## src/rtl/i2c_reg_arbiter_if.sv

```systemverilog
// Request/response bundle between the I2C slave datapath, the local host port
// and the register arbiter. Requesters use the master modport, the arbiter uses slave.
interface i2c_reg_arbiter_if #(
    parameter int DATA_W = 8,
    parameter int ADDR_W = 8
);
    logic              i2c_req;
    logic              i2c_we;
    logic [ADDR_W-1:0] i2c_addr;
    logic [DATA_W-1:0] i2c_wdata;
    logic              i2c_ack;
    logic [DATA_W-1:0] i2c_rdata;
    logic              i2c_err;

    logic              host_req;
    logic              host_we;
    logic [ADDR_W-1:0] host_addr;
    logic [DATA_W-1:0] host_wdata;
    logic              host_ack;
    logic [DATA_W-1:0] host_rdata;
    logic              host_err;

    modport master (
        output i2c_req, i2c_we, i2c_addr, i2c_wdata,
        input  i2c_ack, i2c_rdata, i2c_err,
        output host_req, host_we, host_addr, host_wdata,
        input  host_ack, host_rdata, host_err
    );

    modport slave (
        input  i2c_req, i2c_we, i2c_addr, i2c_wdata,
        output i2c_ack, i2c_rdata, i2c_err,
        input  host_req, host_we, host_addr, host_wdata,
        output host_ack, host_rdata, host_err
    );
endinterface

```

## src/rtl/i2c_reg_arbiter.sv

```systemverilog
// Two-port register bank arbiter: I2C datapath and local host share DEPTH registers.
// Define I2C_ARB_RR_EN for round-robin arbitration; default is fixed I2C priority.
module i2c_reg_arbiter #(
    parameter int DATA_W = 8,
    parameter int ADDR_W = 8,
    parameter int DEPTH  = 16,
    parameter int DEV_ID = 5
) (
    input  logic               CLK,
    input  logic               RST_N,
    i2c_reg_arbiter_if.slave   bus
);
    localparam int IDX_W = (DEPTH > 1) ? $clog2(DEPTH) : 1;

    typedef enum logic [2:0] {
        IDLE   = 3'b001,
        ACCESS = 3'b010,
        ACK    = 3'b100
    } state_t;

    state_t            r_state;
    logic              r_sel_host;
    logic              r_we;
    logic [ADDR_W-1:0] r_addr;
    logic [DATA_W-1:0] r_wdata;
    logic [DATA_W-1:0] r_bank [DEPTH];

    logic              r_i2c_ack,   r_host_ack;
    logic              r_i2c_err,   r_host_err;
    logic [DATA_W-1:0] r_i2c_rdata, r_host_rdata;

    logic              w_pick_host;
    logic              w_oor;
    logic              w_zero;
    logic [IDX_W-1:0]  w_idx;
    logic [DATA_W-1:0] w_rd;

`ifdef I2C_ARB_RR_EN
    logic r_last_host;
    // On a tie the port that did not win last time goes first.
    assign w_pick_host = bus.host_req && (!bus.i2c_req || !r_last_host);
`else
    assign w_pick_host = bus.host_req && !bus.i2c_req;
`endif

    assign w_oor  = 32'(r_addr) >= 32'(DEPTH);
    assign w_zero = (r_addr == '0);
    assign w_idx  = r_addr[IDX_W-1:0];
    assign w_rd   = w_oor  ? '0 :
                    w_zero ? DATA_W'(DEV_ID) : r_bank[w_idx];

    always_ff @(posedge CLK or negedge RST_N) begin
        if (!RST_N) begin
            r_state      <= IDLE;
            r_sel_host   <= 1'b0;
            r_we         <= 1'b0;
            r_addr       <= '0;
            r_wdata      <= '0;
            r_i2c_ack    <= 1'b0;
            r_host_ack   <= 1'b0;
            r_i2c_err    <= 1'b0;
            r_host_err   <= 1'b0;
            r_i2c_rdata  <= '0;
            r_host_rdata <= '0;
`ifdef I2C_ARB_RR_EN
            r_last_host  <= 1'b1;
`endif
            for (int i = 0; i < DEPTH; i++) r_bank[i] <= '0;
        end else begin
            case (r_state)
                IDLE: begin
                    if (bus.i2c_req || bus.host_req) begin
                        r_sel_host <= w_pick_host;
                        r_we       <= w_pick_host ? bus.host_we    : bus.i2c_we;
                        r_addr     <= w_pick_host ? bus.host_addr  : bus.i2c_addr;
                        r_wdata    <= w_pick_host ? bus.host_wdata : bus.i2c_wdata;
`ifdef I2C_ARB_RR_EN
                        r_last_host <= w_pick_host;
`endif
                        r_state    <= ACCESS;
                    end
                end
                ACCESS: begin
                    if (r_we && !w_oor && !w_zero) r_bank[w_idx] <= r_wdata;
                    // Writes also refresh rdata with the pre-write contents.
                    if (r_sel_host) begin
                        r_host_ack   <= 1'b1;
                        r_host_rdata <= w_rd;
                        r_host_err   <= w_oor;
                    end else begin
                        r_i2c_ack    <= 1'b1;
                        r_i2c_rdata  <= w_rd;
                        r_i2c_err    <= w_oor;
                    end
                    r_state <= ACK;
                end
                ACK: begin
                    r_i2c_ack  <= 1'b0;
                    r_host_ack <= 1'b0;
                    r_state    <= IDLE;
                end
                default: r_state <= IDLE;
            endcase
        end
    end

    assign bus.i2c_ack    = r_i2c_ack;
    assign bus.i2c_rdata  = r_i2c_rdata;
    assign bus.i2c_err    = r_i2c_err;
    assign bus.host_ack   = r_host_ack;
    assign bus.host_rdata = r_host_rdata;
    assign bus.host_err   = r_host_err;
endmodule

```

## src/flat_wrapper.sv

```systemverilog
// flat-port wrapper written by rule: the top's interface ports become plain ports
module i2c_reg_arbiter_flat 
#(
    parameter int DATA_W = 8,
    parameter int ADDR_W = 8,
    parameter int DEPTH  = 16,
    parameter int DEV_ID = 5
)
  (CLK, RST_N, bus_i2c_req, bus_i2c_we, bus_i2c_addr, bus_i2c_wdata, bus_i2c_ack, bus_i2c_rdata, bus_i2c_err, bus_host_req, bus_host_we, bus_host_addr, bus_host_wdata, bus_host_ack, bus_host_rdata, bus_host_err);
  i2c_reg_arbiter_if #(.DATA_W(DATA_W), .ADDR_W(ADDR_W)) bus_i ();
  input  logic CLK;
  input  logic RST_N;
  input wire logic [$bits(bus_i.i2c_req)-1:0] bus_i2c_req;
  input wire logic [$bits(bus_i.i2c_we)-1:0] bus_i2c_we;
  input wire logic [$bits(bus_i.i2c_addr)-1:0] bus_i2c_addr;
  input wire logic [$bits(bus_i.i2c_wdata)-1:0] bus_i2c_wdata;
  output wire logic [$bits(bus_i.i2c_ack)-1:0] bus_i2c_ack;
  output wire logic [$bits(bus_i.i2c_rdata)-1:0] bus_i2c_rdata;
  output wire logic [$bits(bus_i.i2c_err)-1:0] bus_i2c_err;
  input wire logic [$bits(bus_i.host_req)-1:0] bus_host_req;
  input wire logic [$bits(bus_i.host_we)-1:0] bus_host_we;
  input wire logic [$bits(bus_i.host_addr)-1:0] bus_host_addr;
  input wire logic [$bits(bus_i.host_wdata)-1:0] bus_host_wdata;
  output wire logic [$bits(bus_i.host_ack)-1:0] bus_host_ack;
  output wire logic [$bits(bus_i.host_rdata)-1:0] bus_host_rdata;
  output wire logic [$bits(bus_i.host_err)-1:0] bus_host_err;
  assign bus_i.i2c_req = bus_i2c_req;
  assign bus_i.i2c_we = bus_i2c_we;
  assign bus_i.i2c_addr = bus_i2c_addr;
  assign bus_i.i2c_wdata = bus_i2c_wdata;
  assign bus_i2c_ack = bus_i.i2c_ack;
  assign bus_i2c_rdata = bus_i.i2c_rdata;
  assign bus_i2c_err = bus_i.i2c_err;
  assign bus_i.host_req = bus_host_req;
  assign bus_i.host_we = bus_host_we;
  assign bus_i.host_addr = bus_host_addr;
  assign bus_i.host_wdata = bus_host_wdata;
  assign bus_host_ack = bus_i.host_ack;
  assign bus_host_rdata = bus_i.host_rdata;
  assign bus_host_err = bus_i.host_err;
  i2c_reg_arbiter #(.DATA_W(DATA_W), .ADDR_W(ADDR_W), .DEPTH(DEPTH), .DEV_ID(DEV_ID)) u_core (.CLK(CLK), .RST_N(RST_N), .bus(bus_i));
endmodule
```

## config.mk

```make
export PLATFORM = sky130hd
export DESIGN_NAME = i2c_reg_arbiter_flat
export DESIGN_NICKNAME = d
export VERILOG_FILES = /design/src/rtl/i2c_reg_arbiter_if.sv /design/src/rtl/i2c_reg_arbiter.sv /design/src/flat_wrapper.sv
export SDC_FILE = /design/constraint.sdc
export NUM_CORES = 1
export LEC_CHECK = 0
export CORE_MARGIN = 2
export CORE_UTILIZATION = 25
export CTS_BUF_LIST = sky130_fd_sc_hd__clkbuf_2 sky130_fd_sc_hd__clkbuf_4 sky130_fd_sc_hd__clkbuf_8
export DETAILED_ROUTE_END_ITERATION = 12
export HOLD_SLACK_MARGIN = 0.08
export PLACE_DENSITY = 0.43
export SETUP_SLACK_MARGIN = 0.05
export SYNTH_ARGS = -nofsm -noshare
export SYNTH_HDL_FRONTEND = slang
export SYNTH_SLANG_ARGS = --single-unit
```

## constraint.sdc

```tcl
create_clock -name CLK -period 2.15 [get_ports CLK]
set_input_delay 0.215 -clock CLK [delete_from_list [all_inputs] [get_ports CLK]]
set_output_delay 0.215 -clock CLK [all_outputs]
set_load 0.02 [all_outputs]
```

==> results.md, run 1 <==
* Core region area at 0.0304 mm^2
* Cell Area, Synth at 0.00770 mm^2
* Worst-Skew Late Latency at 0.47 ns
* Minimum clock period at 1.98 ns
* Netlist cell types at 48
* F_max at 0.504 GHz
* GRT Total Usage at 13.0%
* Tcrit/Tclk final at 92.2%
* Layout cell share with drive strength beyond 1 at 42.5%
* Measured slew at the worst slew-check pin at 0.657 ns
* Port Buf Inserts at 57
* Maximum vdd ir drop at 0.397 mV
* Routed wl met2 at 10200 um
* Final worst setup slack at 0.168 ns
* CP arrival at 2.33 ns
* GP Congestion at 0.764
* Die Y at 180 um
* Run status: complete, no violations
* DIE AREA at 0.0322 mm^2
* Slew headroom at 56.2%
* MaxCap Viol Count at 0
* Drt via density at 4.57
* Post-DP Area at 0.00912 mm^2
* First-pass GRT wire length at 32000 um
* CP Data Required Time at 2.49 ns
* GRT overflow at 0
* Crit path kind: reg2reg
* # IOs at 58
* Initial antenna violation count at 0
* Setup Skew at 0.0184 ns
* Crit path launch type: flop
* Vias in the first global route at 5344
* NumNets Final at 680
* Met3 wire length at 374 um
* Initial DRC count at 277
* Layout fillers at 3043
* Synth warnings at 0
* CP Capture Type: flop
* DRT met1 WL at 9130 um
* Row count at 64
* Antenna-violating nets left at 0
* Top Layer Used: met4
* CTS clock-pin slew for the worst setup and hold paths at 0.09 ns
* ANT cells at 0
* Total power at 9020 uW
* Fin. max-slew vios at 0
* Htree depth at 4
* Mean Syn Cell Area at 14.1 um^2
* PwrDens at 940 mW/mm^2
* CP max FO at 8
* Design area at 0.00960 mm^2
* Leakage at 0.00433 uW
* Min Hold Slack at 0.313 ns
* Layout area overhead at 24.6%
* Sequential-to-total area share from yosys stat at 54.9%
* CTS root buffer: clkbuf_8
* Average wire per standard cell at 19.2 um
* RSZ-0062 raised after global routing: yes
* Flop and latch count out of synthesis at 169
* Post-Place Worst Slack at -0.0108 ns
* CTS tree: yes
* Total Routed Length at 20100 um
* Vias post-DR at 4798
* Die Wd at 180 um
* Setup violations, final at 0
* Starting Density at 25.3%
* DRC at 0
* Synth Instances at 548
* Final hold violations at 0
* Worst hold path type: in2async
* Largest net degree at the start of global routing at 64
* Mapped Nets at 586
* HPWL after DPL at 14300 um
* CTS Buf Count at 17
* Max Root-Sink Buffers at 2
* Clk sinks at 169
* First-pass iteration count of the detailed router at 4
[where the power goes]
part	total (uW)	switching, uW	internal [uW]
clock	2190	1250	940
sequential	4290	712	3580
combinational	2530	1320	1220
[repair_timing]
action	CTS	global route
hold buffers	1	0
pin swaps	0	2
gates cloned	0	0
hold endpoints to repair	59	0
setup endpoints to repair	16	47
setup buffers	5	1
gates resized for setup	2	11
[registers in the layout (all words and copies together), names as in the netlist]
name and flops:
u_core.bus.host_ack 1, u_core.bus.i2c_rdata 8, u_core.r_sel_host 1, u_core.bus.host_err 1, u_core.r_wdata 8, u_core.r_we 1, u_core.bus.i2c_ack 1, u_core.bus.host_rdata 8
u_core.bus.i2c_err 1, u_core.r_state 3, u_core.r_bank 128, u_core.r_addr 8
[path summary, 6_finish.rpt]
check | depth (start not counted) | end | slack (ns) | start
setup / recovery | 7 | u_core.r_bank[44] | 0.17 | u_core.r_addr[4]
hold / removal | 2 | u_core.r_bank[16] | 0.31 | RST_N
setup reg to reg | 7 | u_core.r_bank[44] | 0.17 | u_core.r_addr[4]
hold reg to reg | 0 | u_core.r_bank[121] | 0.38 | u_core.r_bank[121]
max in group asynchronous | 3 | u_core.r_state[0] | 1.11 | RST_N
min in group CLK | 3 | u_core.r_wdata[3] | 0.36 | bus_i2c_wdata[3]
[stage by stage]
stage | cells | TNS [ns] | utilization, %
floorplan | 548 | 0 | -
global route | 1050 | 0 | 31.6
detailed placement | 1012 | -0.0170 | 30.0
CTS | 1049 | 0 | 31.4
global placement | 1012 | 0 | 30.0
finish | 1050 | 0 | 31.6
[cell type report]
class	instances	area [um^2]	area share, %
Tap cell	396	495	5.16
Multi-Input combinational cell	337	3320	34.6
Clock buffer	17	234	2.44
Clock inverter	14	141	1.47
Sequential cell	169	4230	44.1
Inverter	3	11.3	0.117
Timing Repair Buffer	114	1160	12.1
[layout by cell type (no fill, tap or decap), types with 3 or more instances in the layout]
master	instances
clkinv_4	4
clkbuf_8	17
dfrtp_1	166
a22oi_1	12
o21ai_0	23
clkdlybuf4s50_1	56
mux4_2	28
nor3_4	3
nor2_2	9
buf_4	41
inv_8	3
buf_12	12
mux2_2	132
nor4_4	3
mux2i_1	25
inv_1	3
nor2b_1	3
nor3_1	3
nor2_1	4
nand2_1	53
[synthesized netlist by cell type (all sizes together)]
library cell / number / area share, %
dfrtp: 168 / 55
mux2: 133 / 19
nand2: 53 / 2.6
mux4: 28 / 8.2
clkbuf: 25 / 1.2
mux2i: 25 / 3.2
o21ai: 24 / 1.6
buf: 14 / 1.1
nor2: 14 / 1.0
a22oi: 12 / 1.2
nor3: 8 / 1.1
nand3: 5 / 0.55
nor4: 5 / 0.88
nor2b: 4 / 0.32
inv: 3 / 0.15
nor3b: 3 / 0.44
a21oi: 2 / 0.13
and2: 2 / 0.16
nand2b: 2 / 0.16
or3: 2 / 0.16
or4: 2 / 0.19
a2111oi: 1 / 0.11
a22o: 1 / 0.11
a2bb2oi: 1 / 0.11
a31oi: 1 / 0.081
dfstp: 1 / 0.34
nand3b: 1 / 0.097
nand4: 1 / 0.081
nand4b: 1 / 0.11
nand4bb: 1 / 0.15
o21a: 1 / 0.097
o22ai: 1 / 0.081
o31ai: 1 / 0.097
o32ai: 1 / 0.11
or4b: 1 / 0.13
[layer usage]
layer | track usage, % | vias to the layer above
met5 | 0 | -
met4 | 4.81 | 0
met3 | 1.94 | 24
met2 | 22.3 | 55
met1 | 16.6 | 2534
li1 | - | 2185
[cell families (layout without fill, tap and decap cells)]
logic type	Yosys count	count (layout)	share of synthesized area, %
multiplexers	186	186	30.9
flip-flops	169	169	54.9
AND/OR/NAND/NOR	105	105	8.12
AO/OA/AOI/OAI	46	46	3.67
buffers and inverters	42	148	2.42
[worst max-delay path, cell delays in order, from the launching register on]
cell     delay, ns
dfrtp_1       0.42
nor4_4        0.26
buf_4         0.20
nand3_4       0.08
buf_4         0.19
nor3_4        0.20
buf_12        0.16
mux2_2        0.34
Power figures use the tool's default switching activity.
==> run 2, diff against run 1 <==
--- a/config.mk
+++ b/config.mk
@@ -7,10 +7,10 @@
 export LEC_CHECK = 0
 export CORE_MARGIN = 2
 export CORE_UTILIZATION = 25
-export CTS_BUF_LIST = sky130_fd_sc_hd__clkbuf_2 sky130_fd_sc_hd__clkbuf_4 sky130_fd_sc_hd__clkbuf_8
 export DETAILED_ROUTE_END_ITERATION = 12
+export DONT_BUFFER_PORTS = 1
 export HOLD_SLACK_MARGIN = 0.08
-export PLACE_DENSITY = 0.43
+export PLACE_DENSITY = 0.4
 export SETUP_SLACK_MARGIN = 0.05
 export SYNTH_ARGS = -nofsm -noshare
 export SYNTH_HDL_FRONTEND = slang
==> constraint.sdc (replaced) <==
create_clock -name CLK -period 2.3 [get_ports CLK]
set_input_delay 0.23 -clock CLK [delete_from_list [all_inputs] [get_ports CLK]]
set_output_delay 0.23 -clock CLK [all_outputs]
set_load 0.02 [all_outputs]
==> run 2 against run 1 <==
The run now ends with hold timing left. Cell count shrank 4.4%. Highest routed layer unchanged. Clock skew decreased by 0.0066 ns. Via count down 4.6%. Critical path depth shrank 2. Non-clock buffer count shrank 47. Largest power group unchanged. Critical path type unchanged. Clock-buffer cell count increased by 1. Sequential cell count unchanged. Critical endpoint is now u_core.bus.i2c_rdata[6]. Clock power increased by 33%. Design area shrank 2.8%.
==> results.md, run 2 (synthesized netlist as in run 1, its figures left out) <==
* Layout area overhead at 21.1%
* CP Data Required Time at 2.60 ns (+0.11 ns)
* Worst reg2reg path endpoint: u_core.bus.i2c_rdata[6]
* ANT cells at 0 (unchanged)
* GRT overflow at 0 (unchanged)
* Final hold violations at 169 (+169)
* Register-to-register setup slack at 0.16 ns (about the same)
* GRT Total Usage at 12.5% (-0.51 points)
* Total power at 8910 uW (-1.3%)
* Initial DRC count at 310 (+12%)
* GP Congestion at 0.734 (-3.9%)
* Total Routed Length at 19300 um (-4.1%)
* Setup violations, final at 0 (unchanged)
* Worst R2R Start: u_core.r_addr[1]
* Worst-Skew Late Latency at 0.43 ns (-0.04 ns)
* Row count at 64 (unchanged)
* NumNets Final at 633 (-6.9%)
* CTS Buf Count at 17 (unchanged)
* CP Capture Type: flop
* CP arrival at 2.44 ns (+0.11 ns)
* Layout cell share with drive strength beyond 1 at 41.4% (-1.1 points)
* Worst Setup SP: u_core.r_addr[1]
* Max FFs per register at 128 (unchanged)
* Failing checks: hold timing
* Clock share of power at 32.8% (+8.5 points)
* # IOs at 58 (unchanged)
* Dpl cells at 938 (-7.3%)
* HPWL after DPL at 12700 um (-12%)
* Measured slew at the worst slew-check pin at 0.602 ns (-0.0542 ns)
* Drt via density at 4.56 (-0.19%)
* Pint at 5900 uW (+2.9%)
* Commonest non-fill, non-tap cell in the layout: dfrtp_1
* Clk sinks at 169 (unchanged)
* First-pass GRT wire length at 30500 um (-4.9%)
* Maximum vdd ir drop at 0.432 mV (+8.8%)
* Antenna-violating nets left at 0 (unchanged)
* Initial antenna violation count at 0 (unchanged)
* Sw frac at 33.7% (-2.7 points)
* RSZ-0062 raised after global routing: no
* F_max at 0.468 GHz (-7.2%)
* Largest net degree at the start of global routing at 170 (+170%)
* Most flops, register: u_core.r_bank
* CTS root buffer: clkbuf_16
* Layout fillers at 3010 (-1.1%)
* Port Buf Inserts at 0 (-100%)
* Die Wd at 180 um (unchanged)
* Die Y at 180 um (unchanged)
* CP max FO at 23 (+15)
* Fin. max-slew vios at 0 (unchanged)
* DRC at 0 (unchanged)
* Cell count of the worst reg-to-reg path at 5 (-2)
* Htree depth at 4 (unchanged)
* Setup TNS at 0 ns (unchanged)
* Crit path launch type: flop
* Non-filler instance count after layout at 1004 (-4.4%)
* MaxCap Viol Count at 0 (unchanged)
* Leakage at 0.00421 uW (-2.6%)
* Starting Density at 25.3% (unchanged)
* Crit path kind: reg2reg
* Flop pwr share at 46.1% (-1.5 points)
* DIE AREA at 0.0322 mm^2 (unchanged)
* CTS clock-pin slew for the worst setup and hold paths at 0.08 ns (about the same)
* Vias post-DR at 4579 (-4.6%)
* Most frequent cells in the layout: 166 x dfrtp_1, 132 x mux2_2, 53 x nand2_1
* Min Hold Slack at -0.495 ns (-0.809 ns)
* Crit path capture: u_core.bus.i2c_rdata[6]
* Setup Skew at 0.0118 ns (-0.00664 ns)
* CTS tree: yes
* Max Root-Sink Buffers at 2 (unchanged)
* Minimum clock period at 2.14 ns (+0.155 ns)
* Vias in the first global route at 4855 (-9.2%)
* First-pass iteration count of the detailed router at 4 (unchanged)
* Tcrit/Tclk final at 92.9% (+0.72 points)
* Core region area at 0.0304 mm^2 (unchanged)
* Post-CTS resize count at 0 (-2)
* Run status: complete, but fails checks
* Average wire per standard cell at 19.2 um (+0.34%)
* Cts hold-fix bufs at 34 (+33)
* Worst hold path type: in2async
* Comb pwr share at 21.1% (-7.0 points)
* PwrDens at 955 mW/mm^2 (+1.6%)
* Postcts setup bufs at 0 (-5)
* Slew headroom at 59.8% (+3.6 points)
* P_sw at 3000 uW (-8.6%)
run 2: cell types whose count changed in the layout (fill, tap and decap cells not counted), moves of 2 or more:
cell / previous run / this run
buf_12: 12 / 9
clkdlybuf4s50_1: 56 / 0
clkbuf_8: 17 / 1
clkbuf_16: 0 / 17
buf_6: 2 / 0
inv_8: 3 / 1
clkinv_4: 4 / 1
buf_4: 41 / 24
inv_6: 2 / 6
dlygate4sd3_1: 1 / 34
run 2: power by group through the flow:
| stage | clock (uW) | combinational, uW | sequential, uW |
|---|---|---|---|
| after floorplan | 0 | 1560 | 3710 |
| after global placement | 0 | 1840 | 4150 |
| after detailed placement | 0 | 1870 | 4160 |
| after CTS | 3010 | 1940 | 4110 |
| after global routing | 3160 | 2080 | 4200 |
| final | 2920 | 1880 | 4100 |
run 2: worst min-delay path by stage:
stage          start             endpoint  slack (ns)  cells after the start
2_1_floorplan  RST_N  u_core.bus.host_ack       -0.07                      0
3_3_place_gp   RST_N    u_core.r_bank[74]       -0.05                      0
3_5_place_dp   RST_N    u_core.r_bank[90]       -0.05                      0
4_1_cts        RST_N    u_core.r_bank[86]       -0.52                      0
5_1_grt        RST_N  u_core.bus.host_ack       -0.53                      0
6_report       RST_N    u_core.r_bank[86]       -0.50                      0
run 2: critical path, cell delays in order, from the launching register on:
cell	delay, ns
dfrtp_2	0.56
buf_4	0.43
mux4_2	0.38
mux2_2	0.30
a22oi_1	0.26
nand2_1	0.09
run 2: area by class of cell:
class | instances | area [um^2] | share of cell area [%]
Tap cell | 396 | 495 | 5.31
Inverter | 3 | 11.3 | 0.121
Clock buffer | 18 | 439 | 4.71
Clock inverter | 14 | 158 | 1.69
Multi-Input combinational cell | 337 | 3290 | 35.3
Timing Repair Buffer | 67 | 701 | 7.51
Sequential cell | 169 | 4230 | 45.4
run 2: stage by stage:
stage / worst slack (ns) / cell area [um^2] / utilization, %
after global placement: 0.170 / 8390 / 27.6
after detailed placement: 0.119 / 8390 / 27.6
after CTS: 0.115 / 9330 / 30.7
after global routing: 0.0750 / 9330 / 30.7
final: 0.163 / 9330 / 30.7
after floorplan: 0.358 / 7700 / -
run 2: routing by layer:
metal | global-route usage [%] | share of wire [%]
met2 | 21.1 | 51
met1 | 15.9 | 44
met5 | 0 | 0
met4 | 4.36 | 2.1
met3 | 2.47 | 2.9
==> run 3, diff against run 2 <==
--- a/config.mk
+++ b/config.mk
@@ -5,6 +5,7 @@
 export SDC_FILE = /design/constraint.sdc
 export NUM_CORES = 1
 export LEC_CHECK = 0
+export CORE_ASPECT_RATIO = 0.6
 export CORE_MARGIN = 2
 export CORE_UTILIZATION = 25
 export DETAILED_ROUTE_END_ITERATION = 12
==> run 3 against run 2 <==
The run still ends with hold timing left. Die area is 0.14% higher. Register-to-register slack better by 0.02 ns. Global-route usage is 0.81 points higher. Design area rose by 1.8%. Non-clock buffer count increased by 16. Sequential power about the same. Clock skew fell by 0.0049 ns. Sequential share of layout area down 0.82 points. Via count increased by 0.72%. Routed wire length is 3.0% higher.
==> results.md, run 3 (synthesized netlist as in run 1, its figures left out) <==
* Run status: complete, but fails checks
* Failing checks: hold timing
* Sequential cell area at 0.00423 mm^2 (unchanged)
* GP Congestion at 0.735 (about the same)
* Die Y at 140 um (-22%)
* Minimum clock period at 2.11 ns (-0.0238 ns)
* Area of the multi-input gates at 0.00332 mm^2 (+0.76%)
* Htree depth at 4 (unchanged)
* F_max at 0.473 GHz (+1.1%)
* Core region area at 0.0302 mm^2 (-0.87%)
* Final hold violations at 169 (unchanged)
* Initial DRC count at 212 (-32%)
* Final core occ at 31.5% (+0.84 points)
* RSZ-0062 raised after global routing: no
* Layout area overhead at 23.3%
* Max Root-Sink Buffers at 2 (unchanged)
* First-pass iteration count of the detailed router at 4 (unchanged)
* Commonest non-fill, non-tap cell in the layout: dfrtp_1
* Initial antenna violation count at 0 (unchanged)
* DRC at 0 (unchanged)
* NumNets Final at 649 (+2.5%)
* Setup Skew at 0.00692 ns (-0.00489 ns)
* Post-DP Area at 0.00851 mm^2 (+1.4%)
* Worst path bufs/invs at 0 (-1)
* GRT overflow at 0 (unchanged)
* Worst hold path type: in2async
* Design area at 0.00950 mm^2 (+1.8%)
* Worst path top cell family by delay: simple AND/OR/NAND/NOR gates
* Maximum vdd ir drop at 0.556 mV (+29%)
* Vias post-DR at 4612 (+0.72%)
* # IOs at 58 (unchanged)
* Total power at 9140 uW (+2.6%)
* Setup violations, final at 0 (unchanged)
* CTS tree: yes
* CP Capture Type: flop
* Average wire per standard cell at 19.3 um (+0.18%)
* CP max stage delay at 0.74 ns (+0.18 ns)
* Crit path cell chain: or4_1 -> nor4_2 -> a22oi_1 -> nand2_1
* Antenna-violating nets left at 0 (unchanged)
* Vias in the first global route at 5049 (+4.0%)
* CP arrival at 2.49 ns (+0.05 ns)
* Slew headroom at 50.3% (-9.6 points)
* Min Hold Slack at -0.511 ns (-0.0158 ns)
* MaxCap Viol Count at 0 (unchanged)
* Max FFs per register at 128 (unchanged)
* CTS root buffer: clkbuf_16
* Row count at 49 (-23%)
* Cts hold-fix bufs at 36 (+5.9%)
* Clk sinks at 169 (unchanged)
* Most frequent cells in the layout: 166 x dfrtp_1, 132 x mux2_2, 53 x nand2_1
* Leakage at 0.00431 uW (+2.2%)
* Starting Density at 25.5% (+0.22 points)
* Port Buf Inserts at 0 (unchanged)
* ANT cells at 0 (unchanged)
* Die Wd at 231 um (+28%)
* CTS clock-pin slew for the worst setup and hold paths at 0.06 ns (-0.02 ns)
* DIE AREA at 0.0323 mm^2 (+0.14%)
* Fin. max-slew vios at 0 (unchanged)
* HPWL after DPL at 14100 um (+11%)
* Slowest-stage cell, CP: or4_1
* Drt via density at 4.47 (-2.0%)
* CP Data Required Time at 2.67 ns (+0.07 ns)
* Tcrit/Tclk final at 91.9% (-1.0 points)
* PwrDens at 962 mW/mm^2 (+0.74%)
* Worst-Skew Late Latency at 0.44 ns (about the same)
* First-pass GRT wire length at 31500 um (+3.2%)
* Measured slew at the worst slew-check pin at 0.740 ns (+0.137 ns)
* Layout fillers at 3004 (-0.20%)
* Layout cell share with drive strength beyond 1 at 42.3% (+0.86 points)
* Total Routed Length at 19900 um (+3.0%)
* Crit path launch type: flop
* Crit path kind: reg2reg
* Largest net degree at the start of global routing at 170 (unchanged)
* CP max FO at 6 (-74%)
* Most flops, register: u_core.r_bank
* GRT Total Usage at 13.3% (+0.81 points)
* CTS Buf Count at 17 (unchanged)
==> run 3: cell types whose count changed in the layout (fill, tap and decap cells not counted), sizes merged <==
cell         previous run  this run
buf                    33        47
bufinv                  2         3
clkbuf                 18        24
clkinv                  3         4
clkinvlp                2         1
dlygate4sd3            34        36
inv                    10         3
==> run 3: timing repair <==
action	4_1_cts	5_1_grt
buffers inserted	0	0
setup endpoints to repair	2	5
resized for setup	2	3
endpoints found under the hold margin	187	169
==> run 3: per-layer routing <==
layer | GRT usage, % | wire [um] | up-vias | share of wire, %
met1 | 19.9 | 10600 | 2392 | 54
met5 | 0 | 0 | - | 0
met2 | 18.8 | 8320 | 71 | 42
li1 | - | - | 2128 | -
met3 | 3.03 | 615 | 21 | 3.1
met4 | 4.52 | 286 | 0 | 1.4
==> run 3: power breakdown <==
part           total [uW]  leakage, uW  internal (uW)  switching (uW)
combinational        2050      0.00171           1010            1040
clock                2950     0.000294           1790            1170
sequential           4130      0.00230           3350             780
total                9140      0.00431           6150            2990
==> run 3: final timing paths <==
kind / from / to / slack, ns / depth (start not counted)
max in group asynchronous: RST_N / u_core.r_state[0] / 2.53 / 0
min in group CLK: bus_i2c_req / u_core.r_state[1] / 0.22 / 3
worst min-delay path: RST_N / u_core.r_bank[57] / -0.51 / 0
worst max-delay path: u_core.r_addr[4] / u_core.bus.host_rdata[6] / 0.19 / 4
worst min register to register: u_core.r_bank[127] / u_core.r_bank[127] / 0.37 / 0
worst max register to register: u_core.r_addr[4] / u_core.bus.host_rdata[6] / 0.19 / 4
==> run 3: area by class of cell <==
cell class	instances	area share [%]
Clock buffer	24	5.07
Inverter	3	0.119
Clock inverter	8	1.24
Multi-Input combinational cell	337	34.9
Timing Repair Buffer	83	8.73
Sequential cell	169	44.5
Tap cell	408	5.37
==> run 3: stage by stage <==
| stage | instances | TNS, ns | worst slack [ns] |
|---|---|---|---|
| finish | 1032 | 0 | 0.187 |
| global route | 1032 | 0 | 0.0541 |
| CTS | 1032 | 0 | 0.132 |
| detailed placement | 964 | -0.182 | -0.0999 |
| global placement | 964 | -0.129 | -0.0761 |
| floorplan | 548 | 0 | 0.358 |
